[config.mk]
export PLATFORM = sky130hd
export DESIGN_NAME = inj_pulse_monitor
export DESIGN_NICKNAME = d
export VERILOG_FILES = /design/src/rtl/inj_pulse_monitor.sv
export SDC_FILE = /design/constraint.sdc
export NUM_CORES = 1
export LEC_CHECK = 0
export BUFFER_PORTS_ARGS = -buffer_cell sky130_fd_sc_hd__buf_2
export CORE_UTILIZATION = 25
export DETAILED_ROUTE_END_ITERATION = 16
export GPL_TIMING_DRIVEN = 0
export PLACE_DENSITY_LB_ADDON = 0.1
export SYNTH_ARGS = -nofsm -noshare
export SYNTH_HDL_FRONTEND = slang
export SYNTH_SLANG_ARGS = --single-unit
[constraint.sdc]
create_clock -name clk -period 4.94 [get_ports clk]
set_clock_uncertainty 0.2 [all_clocks]
set_input_delay 0.988 -clock clk [delete_from_list [all_inputs] [get_ports clk]]
set_output_delay 0.988 -clock clk [all_outputs]
set_load 0.05 [all_outputs]
[src/rtl/inj_pulse_monitor.sv]
// Injector line read-back monitor: synchronizes inj_in, measures on-time and period,
// hands results over valid/ready, flags stuck-on and missing pulses. Macro: INJ_MON_PHASE_STAMP_EN.
module inj_pulse_monitor #(
  parameter int SYNC_STAGES = 2,
  parameter int CNT_W       = 32,
  parameter int MIN_WIDTH   = 4,
  parameter int MAX_ON      = 2000000,
  parameter int MISS_LIMIT  = 3
) (
  input  logic             clk,
  input  logic             rst,
  input  logic             en,
  input  logic             inj_in,
  input  logic             trigger,
  input  logic [15:0]      eng_phase,
  output logic             meas_valid,
  input  logic             meas_ready,
  output logic [CNT_W-1:0] meas_on_cycles,
  output logic [CNT_W-1:0] meas_period_cycles,
  output logic [15:0]      meas_phase,
  input  logic             fault_clr,
  output logic             fault_stuck,
  output logic             fault_missing,
  output logic             glitch,
  output logic             overrun
);

  localparam int MISS_W = $clog2(MISS_LIMIT + 1);
  localparam logic [CNT_W-1:0]  CNT_ONE  = CNT_W'(1);
  localparam logic [CNT_W-1:0]  MIN_C    = CNT_W'(MIN_WIDTH);
  localparam logic [CNT_W-1:0]  MAX_C    = CNT_W'(MAX_ON);
  localparam logic [MISS_W-1:0] MISS_C   = MISS_W'(MISS_LIMIT);
  localparam logic [MISS_W-1:0] MISS_ONE = MISS_W'(1);

  typedef enum logic [1:0] {S_IDLE, S_QUAL, S_ON, S_STUCK} state_t;

  state_t                   state_q, state_d;
  logic [SYNC_STAGES-1:0]   sync_q, sync_d;
  logic [CNT_W-1:0]         on_cnt_q, on_cnt_d;
  logic [CNT_W-1:0]         period_cnt_q, period_cnt_d;
  logic [CNT_W-1:0]         period_lat_q, period_lat_d;
  logic                     first_seen_q, first_seen_d;
  logic [MISS_W-1:0]        miss_cnt_q, miss_cnt_d;
  logic                     meas_valid_q, meas_valid_d;
  logic [CNT_W-1:0]         meas_on_q, meas_on_d;
  logic [CNT_W-1:0]         meas_period_q, meas_period_d;
  logic                     fault_stuck_q, fault_stuck_d;
  logic                     fault_missing_q, fault_missing_d;
  logic                     glitch_q, glitch_d;
  logic                     overrun_q, overrun_d;

  logic inj_s, phase0;
  logic accept, publish, set_glitch, set_stuck, set_missing;

  assign sync_d = {sync_q[SYNC_STAGES-2:0], inj_in};
  assign inj_s  = sync_q[SYNC_STAGES-1];
  assign phase0 = trigger && (eng_phase == 16'd0);

  always_comb begin
    state_d      = state_q;
    on_cnt_d     = on_cnt_q;
    period_cnt_d = (&period_cnt_q) ? period_cnt_q : period_cnt_q + CNT_ONE;
    period_lat_d = period_lat_q;
    first_seen_d = first_seen_q;
    miss_cnt_d   = miss_cnt_q;
    accept       = 1'b0;
    publish      = 1'b0;
    set_glitch   = 1'b0;
    set_stuck    = 1'b0;
    set_missing  = 1'b0;
    case (state_q)
      S_IDLE: if (inj_s) begin
        on_cnt_d = CNT_ONE;
        if (MIN_C <= CNT_ONE) begin
          state_d = S_ON;
          accept  = 1'b1;
        end else begin
          state_d = S_QUAL;
        end
      end
      S_QUAL: if (inj_s) begin
        on_cnt_d = on_cnt_q + CNT_ONE;
        if (on_cnt_d == MIN_C) begin
          state_d = S_ON;
          accept  = 1'b1;
        end
      end else begin
        state_d    = S_IDLE;
        set_glitch = 1'b1;
      end
      S_ON: if (inj_s) begin
        on_cnt_d = on_cnt_q + CNT_ONE;
        if (on_cnt_d == MAX_C) begin
          state_d   = S_STUCK;
          set_stuck = 1'b1;
        end
      end else begin
        state_d = S_IDLE;
        publish = 1'b1;
      end
      S_STUCK: if (!inj_s) state_d = S_IDLE;
      default: state_d = S_IDLE;
    endcase
    if (phase0) begin
      if (miss_cnt_q != MISS_C) miss_cnt_d = miss_cnt_q + MISS_ONE;
      set_missing = (miss_cnt_d == MISS_C);
    end
    // Period includes the accept cycle itself, so take the already-advanced count.
    if (accept) begin
      period_lat_d = first_seen_q ? period_cnt_d : '0;
      period_cnt_d = '0;
      first_seen_d = 1'b1;
      miss_cnt_d   = '0;
      set_missing  = 1'b0;
    end
    if (!en) begin
      state_d      = S_IDLE;
      on_cnt_d     = '0;
      period_cnt_d = '0;
      miss_cnt_d   = '0;
      first_seen_d = 1'b0;
      accept       = 1'b0;
      publish      = 1'b0;
      set_glitch   = 1'b0;
      set_stuck    = 1'b0;
      set_missing  = 1'b0;
    end
  end

  always_comb begin
    meas_valid_d  = meas_valid_q;
    meas_on_d     = meas_on_q;
    meas_period_d = meas_period_q;
    if (publish) begin
      meas_valid_d  = 1'b1;
      meas_on_d     = on_cnt_q;
      meas_period_d = period_lat_q;
    end else if (meas_valid_q && meas_ready) begin
      meas_valid_d = 1'b0;
    end
    // A set in the same cycle as fault_clr must survive.
    glitch_d        = set_glitch  | (glitch_q        & ~fault_clr);
    fault_stuck_d   = set_stuck   | (fault_stuck_q   & ~fault_clr);
    fault_missing_d = set_missing | (fault_missing_q & ~fault_clr);
    overrun_d       = (publish & meas_valid_q & ~meas_ready) | (overrun_q & ~fault_clr);
  end

  always_ff @(posedge clk) begin
    if (rst) begin
      state_q         <= S_IDLE;
      sync_q          <= '0;
      on_cnt_q        <= '0;
      period_cnt_q    <= '0;
      period_lat_q    <= '0;
      first_seen_q    <= 1'b0;
      miss_cnt_q      <= '0;
      meas_valid_q    <= 1'b0;
      meas_on_q       <= '0;
      meas_period_q   <= '0;
      fault_stuck_q   <= 1'b0;
      fault_missing_q <= 1'b0;
      glitch_q        <= 1'b0;
      overrun_q       <= 1'b0;
    end else begin
      state_q         <= state_d;
      sync_q          <= sync_d;
      on_cnt_q        <= on_cnt_d;
      period_cnt_q    <= period_cnt_d;
      period_lat_q    <= period_lat_d;
      first_seen_q    <= first_seen_d;
      miss_cnt_q      <= miss_cnt_d;
      meas_valid_q    <= meas_valid_d;
      meas_on_q       <= meas_on_d;
      meas_period_q   <= meas_period_d;
      fault_stuck_q   <= fault_stuck_d;
      fault_missing_q <= fault_missing_d;
      glitch_q        <= glitch_d;
      overrun_q       <= overrun_d;
    end
  end

`ifdef INJ_MON_PHASE_STAMP_EN
  logic [15:0] phase_lat_q, phase_lat_d, meas_phase_q, meas_phase_d;

  always_comb begin
    phase_lat_d  = accept  ? eng_phase   : phase_lat_q;
    meas_phase_d = publish ? phase_lat_q : meas_phase_q;
  end

  always_ff @(posedge clk) begin
    if (rst) begin
      phase_lat_q  <= '0;
      meas_phase_q <= '0;
    end else begin
      phase_lat_q  <= phase_lat_d;
      meas_phase_q <= meas_phase_d;
    end
  end

  assign meas_phase = meas_phase_q;
`else
  assign meas_phase = 16'd0;
`endif

  assign meas_valid         = meas_valid_q;
  assign meas_on_cycles     = meas_on_q;
  assign meas_period_cycles = meas_period_q;
  assign fault_stuck        = fault_stuck_q;
  assign fault_missing      = fault_missing_q;
  assign glitch             = glitch_q;
  assign overrun            = overrun_q;

endmodule

; After elaboration in Yosys (flattened, before gate mapping)
; Index checks and enable logic that the tools add are counted.
[op_classes]
n_mux = 31
n_bitwise = 13
reduce_logical = 12
addsub = 3
n_eq_ne = 12
[op_table]
columns = operator, count
row1 = 2-to-1 mux 32 bit, 4
row2 = "adder 32 x 1 -> 32 bit, second input constant", 2
row3 = one-hot mux 32 bit (2 select lines), 1
row4 = "equality test 32 x 21 -> 1 bit, second input constant", 1
row5 = "equality test 32 x 3 -> 1 bit, second input constant", 1
row6 = AND reduction 32 bit, 1
row7 = 2-to-1 mux 1 bit, 17
row8 = logical NOT 16 bit, 1
row9 = 2-to-1 mux 2 bit, 8
row10 = one-hot mux 2 bit (4 select lines), 1
row11 = AND 1 bit, 6
row12 = "equality test 2 bit, second input constant", 3
row13 = "inequality test 2 bit, second input constant", 3
row14 = "inequality test 3 bit, second input constant", 2
row15 = bitwise OR 1 bit, 4
row16 = AND reduction 4 bit, 1
row17 = nonzero test 2 bit, 2
row18 = OR reduction 2 bit, 2
row19 = inverter 1 bit, 3
row20 = AND reduction 3 bit, 1
row21 = OR reduction 3 bit, 1
row22 = "adder 2 x 1 -> 2 bit, second input constant", 1
row23 = "equality test 2 x 1 -> 1 bit, second input constant", 1
row24 = logical AND 1 bit, 2
row25 = other kinds (2), 2
[totals]
ff_bits = 172

; Depth between registers and ports, before layout
[depth]
ltp_word = 8
ltp_mapped = 13
ltp_nobuf = 10

; Least setup slack after synthesis
; No wires, ideal clock.
[synth_path]
kind = register to register
from = reg on_cnt_q[1]
to = reg period_lat_q[31]
period_less_slack_ps = 3569
arrival_time_ps = 3241
slack_ps = 1371
t_required_ps = 4612
stages_incl_launch_ff = 14
path_cell_list = dfxtp_1 > ha_1 > nand3_1 > or3_1 > clkbuf_1 > or4_1 > xnor2_1 > nor4_1 > nand4_1 > nor4_2 > buf_4 > buf_6 > mux2i_1 > nor2_1
[synth_between]
elab_chain_len = 5
[synth_lines]
columns = item, line
row1 = start: declaration, 39  ; logic [CNT_W-1:0] on_cnt_q, on_cnt_d;
row2 = start signal: assignment, 167  ; on_cnt_q <= on_cnt_d;
row3 = adder 32 x 1 -> 32 bit, 82  ; on_cnt_d = on_cnt_q + CNT_ONE;
row4 = equality test 32 x 3 -> 1 bit, 83  ; if (on_cnt_d == MIN_C) begin
row5 = 2-to-1 mux 1 bit, 83
row6 = 2-to-1 mux 1 bit, 81  ; S_QUAL: if (inj_s) begin
row7 = 2-to-1 mux 1 bit, 71  ; case (state_q)
row8 = end signal: assignment, 169  ; period_lat_q <= period_lat_d;
row9 = end: declaration, 41  ; logic [CNT_W-1:0] period_lat_q, period_lat_d;
; No other way between the ends.
; A chain may end at the register's enable or synchronous reset.

; Worst setup path after layout
[layout_path]
from = reg on_cnt_q[1]
to = reg period_lat_q[0]
; The elaborated chain is that of the path after synthesis.

==> impl_metrics.tcl <==
set metrics [dict create \
    outcome "completed" \
    drtPass1Iterations 4 \
    synthXorXnorAreaFrac_pct 5.087 \
    synth_edf_count 0 \
    ys_seq_area_share_pct 42.55 \
    io_pins 108 \
    grt.total_usage_pct 15.90 \
    die_y_um 181.9 \
    syn_to_final_growth_pct 19.45 \
    relSlewSlack_pct 32.60 \
    synth_seq_cells 172 \
    maxCapViolations 0 \
    switchingPower_mw 0.6939 \
    postCtsHoldBufs 0 \
    htree_levels 4 \
    synth_compound_area_share_pct 13.39 \
    gr-usage-met2_pct 26.17 \
    grt_max_degree 17 \
    floorplan.initialDensity_pct 25.51 \
    drc 0 \
    cts-root-buf "clkbuf_16" \
    required_ns 5.12 \
    internal_power_mw 2.128 \
    grt_pass1_wl_mm 40.41 \
    clockBufferDepth 2 \
    nNetsFinal 1186 \
    gr-max-usage-layer "met2" \
    power_mw 2.822 \
    fin_tns_setup_ns 0 \
    port_buffers 91 \
    synth_mux_area_share_pct 1.206 \
    cts_tree "done" \
    vias_per_cell 4.611 \
    numCtsBuffers 17 \
    drive_gt1_share_pct 14.91 \
    seqPwrFrac_pct 49.2 \
    yosysUniqueCellTypes 59 \
    worstHoldPathType "reg -> reg" \
    hold_viol 0 \
    hold_depth 1 \
    p_sw_share_pct 24.59 \
    timing.reg2reg.setup_slack_ns 0.43 \
    crit_path_start_kind "register" \
    antenna_found_initial 0 \
    async_flop_share_pct 0 \
    crit_type "reg -> reg" \
    grt_use_met1_pct 20.78 \
    finalWeightedCongestion 0.8213 \
    die_area_um2 33090 \
    n_antenna_cell 0 \
    finalCoreUtilization_pct 30.48 \
    syn_area_um2 8093 \
    finalWorstSetupSlack_ns 0.4334 \
    cts.repair.resized 0 \
    cp_max_fo 10 \
    worstMarginPinSlew_ns 1.007 \
    fin_crit_sh_pct 91.23 \
    dp_hpwl_mm 18.55 \
    yosys.area_share.simple_pct 29.76 \
    wirelength_mm 25.58 \
    pwr-share-comb_pct 3.8 \
    rsz0062_at_grt "false" \
    cp.arrival_ns 4.68 \
    grt_pass1_vias 6971 \
    clk_pin_slew_worst_paths_ns 0.07 \
    peakVddDrop_uv 241.9 \
    ys.flop_type "dfxtp_1" \
    drt-initial-drc-count 399 \
    period_needed_ns 4.507 \
    fmax_mhz 221.9 \
    synthAdderAreaFrac_pct 1.237 \
    grt-ovfl-total 0 \
    use_met3_pct 3.008 \
    synth.top_cell.area_share_pct 42.55 \
    die_x_um 181.9 \
    ys_warn_count 0 \
    cp-end-kind "register" \
    setup_violations 0 \
    drtAntennaViolNets 0 \
    insertion_delay_ns 0.44 \
    clkPwrFrac_pct 47.0 \
    post-cts-setup-buffers 0 \
    dr_total_vias 7234 \
    synth_top_family_by_area "simple AND/OR/NAND/NOR gates" \
    r2r_cells 13 \
    maxSlewViolCount 0 \
    place_ws_ns 0.4233 \
    synth.area.top_cells "dfxtp_1 43%, nand2_1 8.3%, a21oi_1 7.1%, nor2_1 4.7%, xnor2_1 3.6%" \
    power_leakage_nw 3.351 \
    core_um2 31720 \
    routedWlPerCell_um 16.31 \
    rows 65 \
    syn_area_per_cell_um2 7.857 \
    synth_area_leader_cell "dfxtp_1" \
    clkSinkCount 172 \
    p_per_area_nw_per_um2 291.9 \
    netlist_instances 1030 \
]
-- layout make-up --
type                       instances  area, um^2
timing repair buffer              91       455.4
sequential                       172        3443
fill                            3551       22050
clock buffer                      20       446.7
multi-input combinational        755        4161
inverter                          17       63.81
tap                              402       503.0
buffer                           101       480.5
clock inverter                    11       112.6
-- state kept, by name (all words and copies together) (netlist names) --
name / cells
meas_valid: 1
sync_q: 2
period_cnt_q: 32
glitch: 1
overrun: 1
fault_missing: 1
fault_stuck: 1
miss_cnt_q: 2
meas_on_cycles: 32
state_q: 2
first_seen_q: 1
on_cnt_q: 32
period_lat_q: 32
meas_period_cycles: 32
-- power by group through the flow --
stage | logic, mW | registers [mW] | clock network [mW]
2_1_floorplan | 0.0729 | 1.42 | 0
3_3_place_gp | 0.109 | 1.42 | 0
3_5_place_dp | 0.109 | 1.42 | 0
4_1_cts | 0.109 | 1.39 | 1.37
5_1_grt | 0.116 | 1.39 | 1.43
6_report | 0.107 | 1.39 | 1.33
-- logic make-up (layout without fill, tap and decap cells) --
| kind of cell | Yosys count | after routing |
|---|---|---|
| other | 1 | 16 |
| buffers and inverters | 118 | 240 |
| XOR/XNOR | 47 | 47 |
| flip-flops | 172 | 172 |
| adder cells (fa/ha/maj) | 8 | 8 |
| AO/OA/AOI/OAI | 187 | 187 |
| multiplexers | 9 | 9 |
| AND/OR/NAND/NOR | 488 | 488 |
-- worst max-delay path, stage by stage, from the launching register on --
cell and delay (ns):
dfxtp_1 0.49, ha_1 0.33, nand3_1 0.28, or3_1 0.42, clkbuf_1 0.22, or4_1 0.50, xnor2_1 0.18, nor4_1 0.51
nand4_1 0.18, nor4_2 0.38, buf_4 0.25, buf_4 0.19, nand3_1 0.14, a21oi_1 0.18
-- final timing paths --
check                            startpoint               to
worst min register to register    sync_q[0]        sync_q[1]
worst max register to register  on_cnt_q[1]  period_lat_q[0]
worst min-delay path              sync_q[0]        sync_q[1]
worst max-delay path            on_cnt_q[1]  period_lat_q[0]
-- cells in the mapped netlist, types with 3 or more instances --
cell type	n
a311oi_1	4
nor4_1	17
nand2b_1	34
ha_1	8
a31oi_1	8
nor3b_1	3
nand2_1	178
mux2_2	6
a21oi_1	115
a22oi_1	15
and4_1	5
xnor2_1	33
inv_1	17
mux2i_1	3
nor2b_1	6
nand3_1	26
and3_1	14
buf_4	20
or2_1	3
o21ai_0	22
nor4_2	3
buf_1	5
xor2_1	14
clkbuf_1	60
nand3b_1	30
and2_1	10
or3_1	4
nand4_1	27
or4_1	4
buf_2	15
nor2_1	102
dfxtp_1	172
nor3_1	15
-- layer usage --
layer | vias to the layer above | share of wire (%)
li1 | 3718 | -
met1 | 3387 | 48
met3 | 23 | 3.7
met5 | - | 0
met4 | 0 | 1.6
met2 | 106 | 47
-- per-stage QoR --
stage	instances	hold WS (ns)	cell area [um^2]
global route	1569	0.2541	9667
finish	1569	0.2357	9667
CTS	1569	0.2393	9667
global placement	1538	0.2178	9107
floorplan	1045	0.2138	8149
detailed placement	1538	0.2218	9107
-- cells in the final DEF (no fill, tap or decap), types with 22 or more instances in the layout --
cell type / n
a21oi_1: 115
buf_2: 106
clkbuf_1: 62
dfxtp_1: 172
nand2_1: 178
nand2b_1: 34
nand3_1: 26
nand3b_1: 30
nand4_1: 27
nor2_1: 102
o21ai_0: 22
xnor2_1: 33
Power figures use the tool's default switching activity.
